`src/rtl/lbr_record_ctrl_if.sv`:
```
// Retired-branch event channel from the commit stage into the LBR write controller.
// The core side drives the event fields; the controller returns br_ready.
interface lbr_record_ctrl_if #(
  parameter int DATA_WIDTH = 64
);
  logic                  br_valid;
  logic                  br_ready;
  logic [DATA_WIDTH-1:0] br_from;
  logic [DATA_WIDTH-1:0] br_to;
  logic [2:0]            br_type;
  logic                  br_mispred;

  modport master (
    output br_valid, br_from, br_to, br_type, br_mispred,
    input  br_ready
  );

  modport slave (
    input  br_valid, br_from, br_to, br_type, br_mispred,
    output br_ready
  );
endinterface

```
`src/rtl/lbr_record_ctrl.sv`:
```
// Write-side controller for the Last Branch Record register file: circular pointer,
// entry count, elapsed-cycle stamp, freeze-on-full and the clear sweep.
//
// state     | meaning
// ST_RUN    | events accepted; unmasked events written to FROM/TO/INFO banks
// ST_FROZEN | events accepted and dropped; elapsed counter keeps running
// ST_CLEAR  | zeroing one index per cycle across all three banks; no events taken
module lbr_record_ctrl #(
  parameter int DATA_WIDTH = 64,
  parameter int LBR_SIZE   = 16,
  parameter int SEL_W      = $clog2(LBR_SIZE) + 2
) (
  input  logic                          clock,
  input  logic                          reset,
  lbr_record_ctrl_if.slave              br,
  input  logic [7:0]                    type_mask,
  input  logic                          freeze_on_full,
  input  logic                          clear_req,
  output logic                          wEn0,
  output logic                          wEn1,
  output logic                          wEn2,
  output logic [SEL_W-1:0]              write_sel0,
  output logic [SEL_W-1:0]              write_sel1,
  output logic [SEL_W-1:0]              write_sel2,
  output logic [DATA_WIDTH-1:0]         write_data0,
  output logic [DATA_WIDTH-1:0]         write_data1,
  output logic [DATA_WIDTH-1:0]         write_data2,
  output logic [$clog2(LBR_SIZE)-1:0]   tos,
  output logic [$clog2(LBR_SIZE):0]     count,
  output logic                          frozen,
  output logic                          busy
);

  localparam int IDX_W = $clog2(LBR_SIZE);
  localparam int CNT_W = IDX_W + 1;
  localparam logic [IDX_W-1:0] LAST_IDX = IDX_W'(LBR_SIZE - 1);
  localparam logic [CNT_W-1:0] FULL_CNT = CNT_W'(LBR_SIZE);
  localparam logic [1:0] BANK_FROM = 2'd0;
  localparam logic [1:0] BANK_TO   = 2'd1;
  localparam logic [1:0] BANK_INFO = 2'd2;

  typedef enum logic [1:0] {
    ST_RUN    = 2'd0,
    ST_FROZEN = 2'd1,
    ST_CLEAR  = 2'd2
  } state_e;

  state_e                state_q, state_d;
  logic [IDX_W-1:0]      wr_ptr_q, wr_ptr_d;
  logic [IDX_W-1:0]      tos_q, tos_d;
  logic [CNT_W-1:0]      count_q, count_d;
  logic [15:0]           elapsed_q, elapsed_d;
  logic [IDX_W-1:0]      clr_idx_q, clr_idx_d;
  logic                  frozen_q, frozen_d;
  logic                  busy_q, busy_d;
  logic                  wen_q, wen_d;
  logic [SEL_W-1:0]      sel0_q, sel0_d, sel1_q, sel1_d, sel2_q, sel2_d;
  logic [DATA_WIDTH-1:0] data0_q, data0_d, data1_q, data1_d, data2_q, data2_d;

  logic                  ready_w;
  logic                  record_w;
  logic [15:0]           elapsed_inc;
  logic [IDX_W-1:0]      widx;
  logic [DATA_WIDTH-1:0] info_w;

  assign ready_w     = (state_q != ST_CLEAR) && !clear_req;
  assign br.br_ready = ready_w;
  assign record_w    = br.br_valid && ready_w && (state_q == ST_RUN) && type_mask[br.br_type];

  always_comb begin
    state_d     = state_q;
    wr_ptr_d    = wr_ptr_q;
    tos_d       = tos_q;
    count_d     = count_q;
    elapsed_d   = elapsed_q;
    clr_idx_d   = clr_idx_q;
    frozen_d    = frozen_q;
    busy_d      = busy_q;
    wen_d       = 1'b0;
    widx        = '0;
    sel0_d      = '0;
    sel1_d      = '0;
    sel2_d      = '0;
    data0_d     = '0;
    data1_d     = '0;
    data2_d     = '0;
    elapsed_inc = (elapsed_q == 16'hFFFF) ? elapsed_q : elapsed_q + 16'd1;

    info_w        = '0;
    info_w[15:0]  = elapsed_q;
    info_w[18:16] = br.br_type;
    info_w[19]    = br.br_mispred;

    unique case (state_q)
      ST_RUN, ST_FROZEN: begin
        elapsed_d = elapsed_inc;
        if (clear_req) begin
          state_d   = ST_CLEAR;
          busy_d    = 1'b1;
          clr_idx_d = '0;
          elapsed_d = '0;
          wen_d     = 1'b1;
          widx      = '0;
        end else if (record_w) begin
          wen_d     = 1'b1;
          widx      = wr_ptr_q;
          data0_d   = br.br_from;
          data1_d   = br.br_to;
          data2_d   = info_w;
          tos_d     = wr_ptr_q;
          wr_ptr_d  = (wr_ptr_q == LAST_IDX) ? '0 : wr_ptr_q + IDX_W'(1);
          count_d   = (count_q == FULL_CNT) ? count_q : count_q + CNT_W'(1);
          // The stamp restarts from the accept cycle of the last recorded event.
          elapsed_d = 16'd1;
          if (freeze_on_full && (count_d == FULL_CNT)) begin
            state_d  = ST_FROZEN;
            frozen_d = 1'b1;
          end
        end
      end
      ST_CLEAR: begin
        elapsed_d = '0;
        if (clr_idx_q == LAST_IDX) begin
          state_d  = ST_RUN;
          busy_d   = 1'b0;
          frozen_d = 1'b0;
          wr_ptr_d = '0;
          tos_d    = LAST_IDX;
          count_d  = '0;
        end else begin
          clr_idx_d = clr_idx_q + IDX_W'(1);
          wen_d     = 1'b1;
          widx      = clr_idx_d;
        end
      end
      default: state_d = ST_RUN;
    endcase

    if (wen_d) begin
      sel0_d = {BANK_FROM, widx};
      sel1_d = {BANK_TO,   widx};
      sel2_d = {BANK_INFO, widx};
    end
  end

  always_ff @(posedge clock or posedge reset) begin
    if (reset) begin
      state_q   <= ST_RUN;
      wr_ptr_q  <= '0;
      tos_q     <= LAST_IDX;
      count_q   <= '0;
      elapsed_q <= '0;
      clr_idx_q <= '0;
      frozen_q  <= 1'b0;
      busy_q    <= 1'b0;
      wen_q     <= 1'b0;
      sel0_q    <= '0;
      sel1_q    <= '0;
      sel2_q    <= '0;
      data0_q   <= '0;
      data1_q   <= '0;
      data2_q   <= '0;
    end else begin
      state_q   <= state_d;
      wr_ptr_q  <= wr_ptr_d;
      tos_q     <= tos_d;
      count_q   <= count_d;
      elapsed_q <= elapsed_d;
      clr_idx_q <= clr_idx_d;
      frozen_q  <= frozen_d;
      busy_q    <= busy_d;
      wen_q     <= wen_d;
      sel0_q    <= sel0_d;
      sel1_q    <= sel1_d;
      sel2_q    <= sel2_d;
      data0_q   <= data0_d;
      data1_q   <= data1_d;
      data2_q   <= data2_d;
    end
  end

  assign wEn0        = wen_q;
  assign wEn1        = wen_q;
  assign wEn2        = wen_q;
  assign write_sel0  = sel0_q;
  assign write_sel1  = sel1_q;
  assign write_sel2  = sel2_q;
  assign write_data0 = data0_q;
  assign write_data1 = data1_q;
  assign write_data2 = data2_q;
  assign tos         = tos_q;
  assign count       = count_q;
  assign frozen      = frozen_q;
  assign busy        = busy_q;

endmodule

```
`src/flat_wrapper.sv`:
```
// flat-port wrapper written by rule: the top's interface ports become plain ports
module lbr_record_ctrl_flat 
#(
  parameter int DATA_WIDTH = 64,
  parameter int LBR_SIZE   = 16,
  parameter int SEL_W      = $clog2(LBR_SIZE) + 2
)
  (clock, reset, type_mask, freeze_on_full, clear_req, wEn0, wEn1, wEn2, write_sel0, write_sel1, write_sel2, write_data0, write_data1, write_data2, tos, count, frozen, busy, br_br_valid, br_br_from, br_br_to, br_br_type, br_br_mispred, br_br_ready);
  lbr_record_ctrl_if #(.DATA_WIDTH(DATA_WIDTH)) br_i ();
  input  logic clock;
  input  logic reset;
  input  logic [7:0] type_mask;
  input  logic freeze_on_full;
  input  logic clear_req;
  output logic wEn0;
  output logic wEn1;
  output logic wEn2;
  output logic [SEL_W-1:0] write_sel0;
  output logic [SEL_W-1:0] write_sel1;
  output logic [SEL_W-1:0] write_sel2;
  output logic [DATA_WIDTH-1:0] write_data0;
  output logic [DATA_WIDTH-1:0] write_data1;
  output logic [DATA_WIDTH-1:0] write_data2;
  output logic [$clog2(LBR_SIZE)-1:0] tos;
  output logic [$clog2(LBR_SIZE):0] count;
  output logic frozen;
  output logic busy;
  input wire logic [$bits(br_i.br_valid)-1:0] br_br_valid;
  input wire logic [$bits(br_i.br_from)-1:0] br_br_from;
  input wire logic [$bits(br_i.br_to)-1:0] br_br_to;
  input wire logic [$bits(br_i.br_type)-1:0] br_br_type;
  input wire logic [$bits(br_i.br_mispred)-1:0] br_br_mispred;
  output wire logic [$bits(br_i.br_ready)-1:0] br_br_ready;
  assign br_i.br_valid = br_br_valid;
  assign br_i.br_from = br_br_from;
  assign br_i.br_to = br_br_to;
  assign br_i.br_type = br_br_type;
  assign br_i.br_mispred = br_br_mispred;
  assign br_br_ready = br_i.br_ready;
  lbr_record_ctrl #(.DATA_WIDTH(DATA_WIDTH), .LBR_SIZE(LBR_SIZE), .SEL_W(SEL_W)) u_core (.clock(clock), .reset(reset), .br(br_i), .type_mask(type_mask), .freeze_on_full(freeze_on_full), .clear_req(clear_req), .wEn0(wEn0), .wEn1(wEn1), .wEn2(wEn2), .write_sel0(write_sel0), .write_sel1(write_sel1), .write_sel2(write_sel2), .write_data0(write_data0), .write_data1(write_data1), .write_data2(write_data2), .tos(tos), .count(count), .frozen(frozen), .busy(busy));
endmodule
```
`config.mk`:
```
export PLATFORM = sky130hd
export DESIGN_NAME = lbr_record_ctrl_flat
export DESIGN_NICKNAME = d
export VERILOG_FILES = /design/src/rtl/lbr_record_ctrl_if.sv /design/src/rtl/lbr_record_ctrl.sv /design/src/flat_wrapper.sv
export SDC_FILE = /design/constraint.sdc
export NUM_CORES = 1
export LEC_CHECK = 0
export CAP_MARGIN = 20
export CORE_AREA = 2 2 143 145
export DETAILED_ROUTE_END_ITERATION = 8
export DIE_AREA = 0 0 145 147
export PLACE_DENSITY = 0.81
export SLEW_MARGIN = 20
export SYNTH_ARGS = -nofsm -noshare
export SYNTH_HDL_FRONTEND = slang
export SYNTH_SLANG_ARGS = --single-unit
```
`constraint.sdc`:
```
create_clock -name clock -period 8.4 [get_ports clock]
set_clock_uncertainty 0.15 [all_clocks]
set_input_delay 1.26 -clock clock [delete_from_list [all_inputs] [get_ports clock]]
set_output_delay 1.26 -clock clock [all_outputs]
set_load 0.005 [all_outputs]
```
==> results of run 1 <==
==> cell type report <==
cell class	count	area share, %
clock buffers	18	3.818
multi-input cells	373	20.20
well taps	270	3.005
flip-flops and latches	190	42.34
clock inverters	14	1.313
inverters	12	0.4675
repair buffers	325	28.85
==> sequential cells by signal (all words and copies together), names as in the netlist <==
register            count
u_core.write_data1     64
u_core.tos              4
u_core.count            5
u_core.clr_idx_q        4
u_core.write_sel2       2
u_core.write_sel0       3
u_core.state_q          2
u_core.write_data2     20
u_core.elapsed_q       16
u_core.wr_ptr_q         4
u_core.busy             1
u_core.frozen           1
u_core.write_data0     64
==> worst reg2reg max path: stages, from the launching register on <==
cell and delay, ns:
sky130_fd_sc_hd__dfrtp_1 0.59, sky130_fd_sc_hd__nor4b_4 0.35, sky130_fd_sc_hd__buf_4 0.48, sky130_fd_sc_hd__buf_4 0.69, sky130_fd_sc_hd__a211oi_4 0.26, sky130_fd_sc_hd__or4_1 0.52, sky130_fd_sc_hd__a21oi_1 0.17
==> path summary, 6_finish.rpt <==
path,cells after the start,slack [ns],to
min in group asynchronous,2,1.19,u_core.write_data0[31]
setup reg to reg,6,5.12,u_core.elapsed_q[12]
max in group asynchronous,3,5.46,u_core.write_data0[21]
hold reg to reg,2,0.33,u_core.tos[3]
hold / removal,2,0.33,u_core.tos[3]
setup / recovery,3,4.06,br_br_ready
==> layout by cell type, fill, tap and decap left out, drive strengths merged, types with 6 or more instances in the layout <==
cell type        n
clkdlybuf4s50  321
dfrtp          186
and3           150
conb            48
nand2           22
clkbuf          18
inv             18
o21ai           17
nand3           14
a21oi           14
nor2            14
a31oi            8
or3              8
clkinv           7
o22a             6
a22o             6
==> per-layer routing <==
metal | GRT usage, % | routed length, microns
met2 | 33.83 | 10800
met3 | 5.963 | 1506
met4 | 7.475 | 615
met5 | 0 | 0
met1 | 23.79 | 8491
==> cells by family (layout without fill, tap and decap cells) <==
group           count (synthesis)  in the layout  synth area share (%)
other cells                     1             48               0.04989
flops                         190            190                 63.33
xor+xnor                        3              3                0.3497
buf+inv                       112            369                 8.806
mux                             4              4                0.9321
simple gates                  239            239                 18.94
fa+ha+maj                       5              5                0.8324
compound gates                 74             74                 6.759
==> power groups by stage <==
| stage | registers, W | clock network (W) | logic (W) |
|---|---|---|---|
| 6_report | 0.00105 | 0.000783 | 0.000481 |
| 5_1_grt | 0.00106 | 0.000842 | 0.000525 |
| 4_1_cts | 0.00105 | 0.000800 | 0.000484 |
| 3_5_place_dp | 0.00107 | 0 | 0.000481 |
| 3_3_place_gp | 0.00107 | 0 | 0.000472 |
| 2_1_floorplan | 0.00105 | 0 | 0.000269 |
==> stage by stage <==
| stage | std cells | setup WS (ns) | cell area [sq um] |
|---|---|---|---|
| global placement | 1170 | 3.994 | 10660 |
| detailed placement | 1170 | 3.937 | 10660 |
| finish | 1202 | 4.059 | 11240 |
| CTS | 1202 | 4.058 | 11240 |
| global route | 1202 | 3.978 | 11240 |
| floorplan | 675 | 1.826 | 7692 |
==> results.rst, run 1 <==
.. list-table::
   :header-rows: 1

   * - Metric
     - Value
   * - Full die area
     - 21320 sq um
   * - Starting density of the core
     - 37.88%
   * - Classification of the worst setup path
     - in2out
   * - Max frequency
     - 230.4 MHz
   * - Post-layout net count
     - 1069
   * - Sequential share of power
     - 45.4%
   * - Clock tree from TritonCTS
     - built
   * - Number of max-cap violations
     - 0
   * - Internal Power
     - 0.001649 W
   * - PD cells
     - 206.0 nW/um^2
   * - Most area-consuming cells after synthesis
     - sky130_fd_sc_hd__dfrtp_1 (62%), sky130_fd_sc_hd__and3_1 (12%), sky130_fd_sc_hd__buf_4 (6.1%)
   * - Part of the Yosys area used for sequential elements
     - 63.33%
   * - Most Frequent Cell on Critical Path
     - sky130_fd_sc_hd__clkdlybuf4s50_1
   * - Number of top-level pins
     - 370
   * - Worst-case vdd ir drop
     - 122.5 uV
   * - Cell with the largest stage delay on the worst path
     - sky130_fd_sc_hd__clkdlybuf4s50_1
   * - Area Growth Syn to Fin
     - 49.56%
   * - Type of element capturing the critical path
     - output pin
   * - Row count
     - 52
   * - P_sw
     - 0.0006669 W
   * - Layout cells sized above 1
     - 5.472%
   * - Vias after detailed routing
     - 5771
   * - Hold Slack
     - 0.3314 ns
   * - Slowest stage delay, CP
     - 0.61 ns
   * - Number of max-slew violations in the final report
     - 0
   * - Fin. Hold Viols
     - 0
   * - Average size of a mapped cell
     - 11.97 sq um
   * - Vias in the first global route
     - 5821
   * - Iteration count of the initial detailed-routing pass
     - 4
   * - Highest fanout seen on the critical path
     - 10
   * - Hold buffer count at CTS
     - 0
   * - Power consumption
     - 0.002316 W
   * - Yosys warning count
     - 0
   * - Quantity of I/O buffers inserted on ports
     - 321
   * - Critical Path Source Type
     - input pin
   * - Most used standard cells in the synthesized netlist
     - sky130_fd_sc_hd__dfrtp_1 (186), sky130_fd_sc_hd__and3_1 (150), sky130_fd_sc_hd__buf_4 (61)
   * - Post-DR wirelength/cell
     - 17.82 microns
   * - Number of antenna-violating nets in the routed design
     - 0
   * - Residual overflow from global routing
     - 0
   * - Portion of synthesized cell area occupied by the leading cell type
     - 61.93%
   * - Clock-pin slew on the worst setup and hold paths
     - 0.07 ns
   * - Detailed placer's ending HPWL
     - 15320 microns
   * - Transition at the pin with the smallest max-transition slack
     - 0.9232 ns
   * - Vias per std cell
     - 4.801
   * - Combined global-route utilization of all metal layers
     - 19.82%
   * - Post-route minimum period
     - 4.341 ns
   * - Flip-flop cell with the highest count after synthesis
     - sky130_fd_sc_hd__dfrtp_1
   * - Die Width
     - 145 microns
   * - Startpoint of the worst-slack reg-to-reg timing path
     - u_core.state_q[1]
   * - Register bit total from synthesis
     - 190
   * - Final setup violation count
     - 0
   * - Clock H-tree levels
     - 4
   * - Post-synth EDFFs
     - 0
   * - Initial antenna violation count
     - 0
   * - Flip-flop and latch area
     - 4760 sq um
   * - Setup repair bufs after CTS
     - 0
   * - Combinational share of power
     - 20.8%
   * - Required time at the endpoint of the critical path
     - 6.99 ns
   * - DRC errors left
     - 0
   * - Synth unique cells
     - 53
   * - Share of power burned in the clock network
     - 33.8%
   * - Antenna diode count
     - 0
   * - Wirelength, routed
     - 21420 microns
   * - Wire length of the first global-routing pass
     - 32690 microns
   * - Fin util
     - 56.65%
   * - DRC violation total after the first TritonRoute iteration
     - 325
   * - Clock latency on the worst-skew pair
     - 0.42 ns
   * - Cell count after synthesis
     - 628
   * - Bufs and invs on worst path
     - 2
   * - Clock root cell
     - sky130_fd_sc_hd__clkbuf_16
   * - Status
     - complete, no violations
   * - Switching power as a share of total power
     - 28.79%
   * - Critical Path AT
     - 2.93 ns
   * - Synthesized area
     - 7516 sq um
   * - Area of combinational cells with multiple inputs
     - 2271 sq um
   * - Launching element of the worst setup path
     - clear_req
   * - Clock buffer depth
     - 2
   * - Headroom to the max-slew limit
     - 38.45%
   * - Most common cell in the netlist
     - sky130_fd_sc_hd__dfrtp_1
   * - TritonCTS Sinks
     - 190
   * - Filler instances
     - 1623
   * - Setup repair after global routing missed its margin
     - no
   * - Leakage
     - 5.487 nW
   * - Share of the clock period used by the worst path
     - 51.68%
   * - Largest net degree at the start of global routing
     - 118
   * - Final estimated routing congestion in global placement
     - 0.8163
   * - Kind of cell with the highest combined delay on the critical path
     - buffers and inverters
   * - Floorplan die height
     - 147 microns
   * - Dominant cell type by area after synthesis
     - sky130_fd_sc_hd__dfrtp_1
   * - Ys async rst share
     - 100.0%
   * - Hold Path Origin
     - u_core.tos[3]
   * - Number of buffers added by the clock tree synthesis step
     - 17
   * - Path type of the worst min-delay path
     - reg2reg
   * - Core Box Area
     - 19840 sq um
   * - Resized cells post-CTS
     - 0
   * - Series of cell instances along the critical path
     - clkdlybuf4s50_1 -> nor2_1 -> clkdlybuf4s50_1
   * - Sum Neg Setup Slack
     - 0 ns
(Power assumes the default switching activity.)
==> inputs of run 2 (changes only) <==
- clock period: 8.4 -> 4.45 ns (I/O delays scaled with it)
==> run 2 against run 1 <==
Compared with the run above: register-to-register slack worse by 3.4 ns; routed wire length is 1.8% lower; sequential power is 90% higher; utilization is 0.45 points higher; final cell count is 0.25% higher; combinational power is 89% higher; clock power is 97% higher; worst setup slack worse by 2.8 ns; via count is 1.2% higher; critical path depth stayed put; critical path type unchanged; critical endpoint unchanged.
==> results.rst, run 2 (synthesis results as in run 1) <==
.. list-table::
   :header-rows: 1

   * - Metric
     - Value
   * - Number of buffers added by the clock tree synthesis step
     - 17 (unchanged)
   * - Clock root cell
     - sky130_fd_sc_hd__clkbuf_16
   * - Full die area
     - 21320 sq um (unchanged)
   * - Path type of the worst min-delay path
     - reg2reg
   * - Hold buffer count at CTS
     - 0 (unchanged)
   * - Clock latency on the worst-skew pair
     - 0.42 ns (about the same)
   * - Destination of the worst hold path
     - u_core.tos[3]
   * - Clock H-tree levels
     - 4 (unchanged)
   * - Area Growth Syn to Fin
     - 50.76%
   * - Hold Slack
     - 0.3243 ns (-0.007176 ns)
   * - Combined global-route utilization of all metal layers
     - 19.28% (-0.54 points)
   * - DP Worst Slack
     - 1.006 ns (-2.931 ns)
   * - Share of the clock period used by the worst path
     - 72.18%
   * - Sum Neg Setup Slack
     - 0 ns (unchanged)
   * - Critical Path Source Type
     - input pin
   * - Power consumption
     - 0.004438 W (+92%)
   * - Setup repair bufs after CTS
     - 0 (unchanged)
   * - Number of max-slew violations in the final report
     - 0 (unchanged)
   * - Iteration count of the initial detailed-routing pass
     - 4 (unchanged)
   * - Wirelength, routed
     - 21040 microns (-1.8%)
   * - Cell count of the worst reg-to-reg path
     - 5 (-1)
   * - Critical Path AT
     - 2.39 ns (-0.54 ns)
   * - Required time at the endpoint of the critical path
     - 3.63 ns (-3.36 ns)
   * - Leakage
     - 5.525 nW (+0.68%)
   * - Vias after detailed routing
     - 5838 (+1.2%)
   * - Die Width
     - 145 microns (unchanged)
   * - Classification of the worst setup path
     - in2out
   * - Quantity of I/O buffers inserted on ports
     - 321 (unchanged)
   * - Worst Hold Path Cells
     - 2 (unchanged)
   * - Final setup violation count
     - 0 (unchanged)
   * - Post-layout net count
     - 1072 (+0.28%)
   * - Final estimated routing congestion in global placement
     - 0.8412 (+3.1%)
   * - Largest net degree at the start of global routing
     - 147 (+25%)
   * - Startpoint of the worst-slack reg-to-reg timing path
     - u_core.state_q[1]
   * - Transition at the pin with the smallest max-transition slack
     - 0.8781 ns (-0.04511 ns)
   * - Layout cells sized above 1
     - 5.882% (+0.41 points)
   * - Post-DR wirelength/cell
     - 17.46 microns (-2.0%)
   * - Number of top-level pins
     - 370 (unchanged)
   * - PD cells
     - 391.7 nW/um^2 (+90%)
   * - Slack of the worst reg-to-reg path
     - 1.77 ns (-3.35 ns)
   * - Status
     - complete, no violations
   * - Setup repair after global routing missed its margin
     - no
   * - Number of max-cap violations
     - 0 (unchanged)
   * - TritonCTS Sinks
     - 190 (unchanged)
   * - Row count
     - 52 (unchanged)
   * - Vias in the first global route
     - 5687 (-2.3%)
   * - Initial antenna violation count
     - 0 (unchanged)
   * - Fin. Hold Viols
     - 0 (unchanged)
   * - Headroom to the max-slew limit
     - 41.34% (+2.9 points)
   * - Number of antenna-violating nets in the routed design
     - 0 (unchanged)
   * - Type of element capturing the critical path
     - output pin
   * - Antenna diode count
     - 0 (unchanged)
   * - Vias per std cell
     - 4.845 (+0.91%)
   * - Resized cells post-CTS
     - 0 (unchanged)
   * - DRC errors left
     - 0 (unchanged)
   * - Fin util
     - 57.10% (+0.45 points)
   * - Floorplan die height
     - 147 microns (unchanged)
   * - Max frequency
     - 311.3 MHz
   * - Final worst slack
     - 1.238 ns (-2.821 ns)
   * - Core Box Area
     - 19840 sq um (unchanged)
   * - Worst-case vdd ir drop
     - 231.2 uV (+89%)
   * - Residual overflow from global routing
     - 0 (unchanged)
   * - Clock tree from TritonCTS
     - built
   * - Detailed placer's ending HPWL
     - 15220 microns (-0.67%)
   * - Clock-pin slew on the worst setup and hold paths
     - 0.07 ns (about the same)
   * - DRC violation total after the first TritonRoute iteration
     - 344 (+5.8%)
   * - Critical R2R Capture
     - u_core.wr_ptr_q[3]
   * - Wire length of the first global-routing pass
     - 31870 microns (-2.5%)
   * - Clock buffer depth
     - 2 (unchanged)
   * - Hold Path Origin
     - u_core.tos[3]
   * - Highest fanout seen on the critical path
     - 10 (unchanged)
   * - Most common cell after layout, fill and taps aside
     - sky130_fd_sc_hd__clkdlybuf4s50_1
   * - Highest-count cells in the layout ignoring fill and taps
     - sky130_fd_sc_hd__clkdlybuf4s50_1 (321), sky130_fd_sc_hd__dfrtp_1 (186), sky130_fd_sc_hd__and3_1 (150)
   * - Post-route minimum period
     - 3.212 ns
   * - Starting density of the core
     - 37.88% (unchanged)
==> run 2: changes by cell type in the layout (fill, tap and decap cells not counted), sizes merged <==
cell    delta
inv        +2
clkinv     -2
buf        +3
==> run 2: metal layers <==
layer  up-vias  part of all wire (%)  GRT usage (%)
met5         -                     0              0
met4         0                   3.3          8.119
met3        36                   7.0          5.776
met2       291                    51          33.40
met1      2831                    39          22.38
li1       2680                     -              -
==> run 2: worst max-delay path, cell delays in order <==
cell,delay [ns]
sky130_fd_sc_hd__clkdlybuf4s50_1,0.63
sky130_fd_sc_hd__nor2_1,0.49
sky130_fd_sc_hd__clkdlybuf4s50_1,0.60
==> run 2: cell type report <==
| cell class | count | area (sq um) |
|---|---|---|
| fillers | 1648 | 8513 |
| flip-flops and latches | 190 | 4760 |
| repair buffers | 328 | 3294 |
| multi-input cells | 373 | 2271 |
| clock buffers | 18 | 439.2 |
| well taps | 270 | 337.8 |
| clock inverters | 14 | 180.2 |
| inverters | 12 | 48.80 |
==> run 2: power breakdown <==
group	switching, W	internal, W
Combinational	0.000399	0.000510
Clock	0.000756	0.000787
Sequential	0.000129	0.00186
==> run 2: worst max path at each step <==
stage	slack, ns	depth (start not counted)	startpoint	to
after floorplan	1.19	1	reset	u_core.busy
after global placement	1.12	6	br_br_type[0]	u_core.elapsed_q[8]
after detailed placement	1.01	6	br_br_type[0]	u_core.elapsed_q[11]
after CTS	1.24	3	clear_req	br_br_ready
after global routing	1.18	3	clear_req	br_br_ready
final	1.24	3	clear_req	br_br_ready
==> run 2: through the flow <==
stage | instance area, sq um | std cells
floorplan | 7696 | 675
global placement | 10710 | 1173
detailed placement | 10710 | 1173
CTS | 11330 | 1205
global route | 11330 | 1205
finish | 11330 | 1205
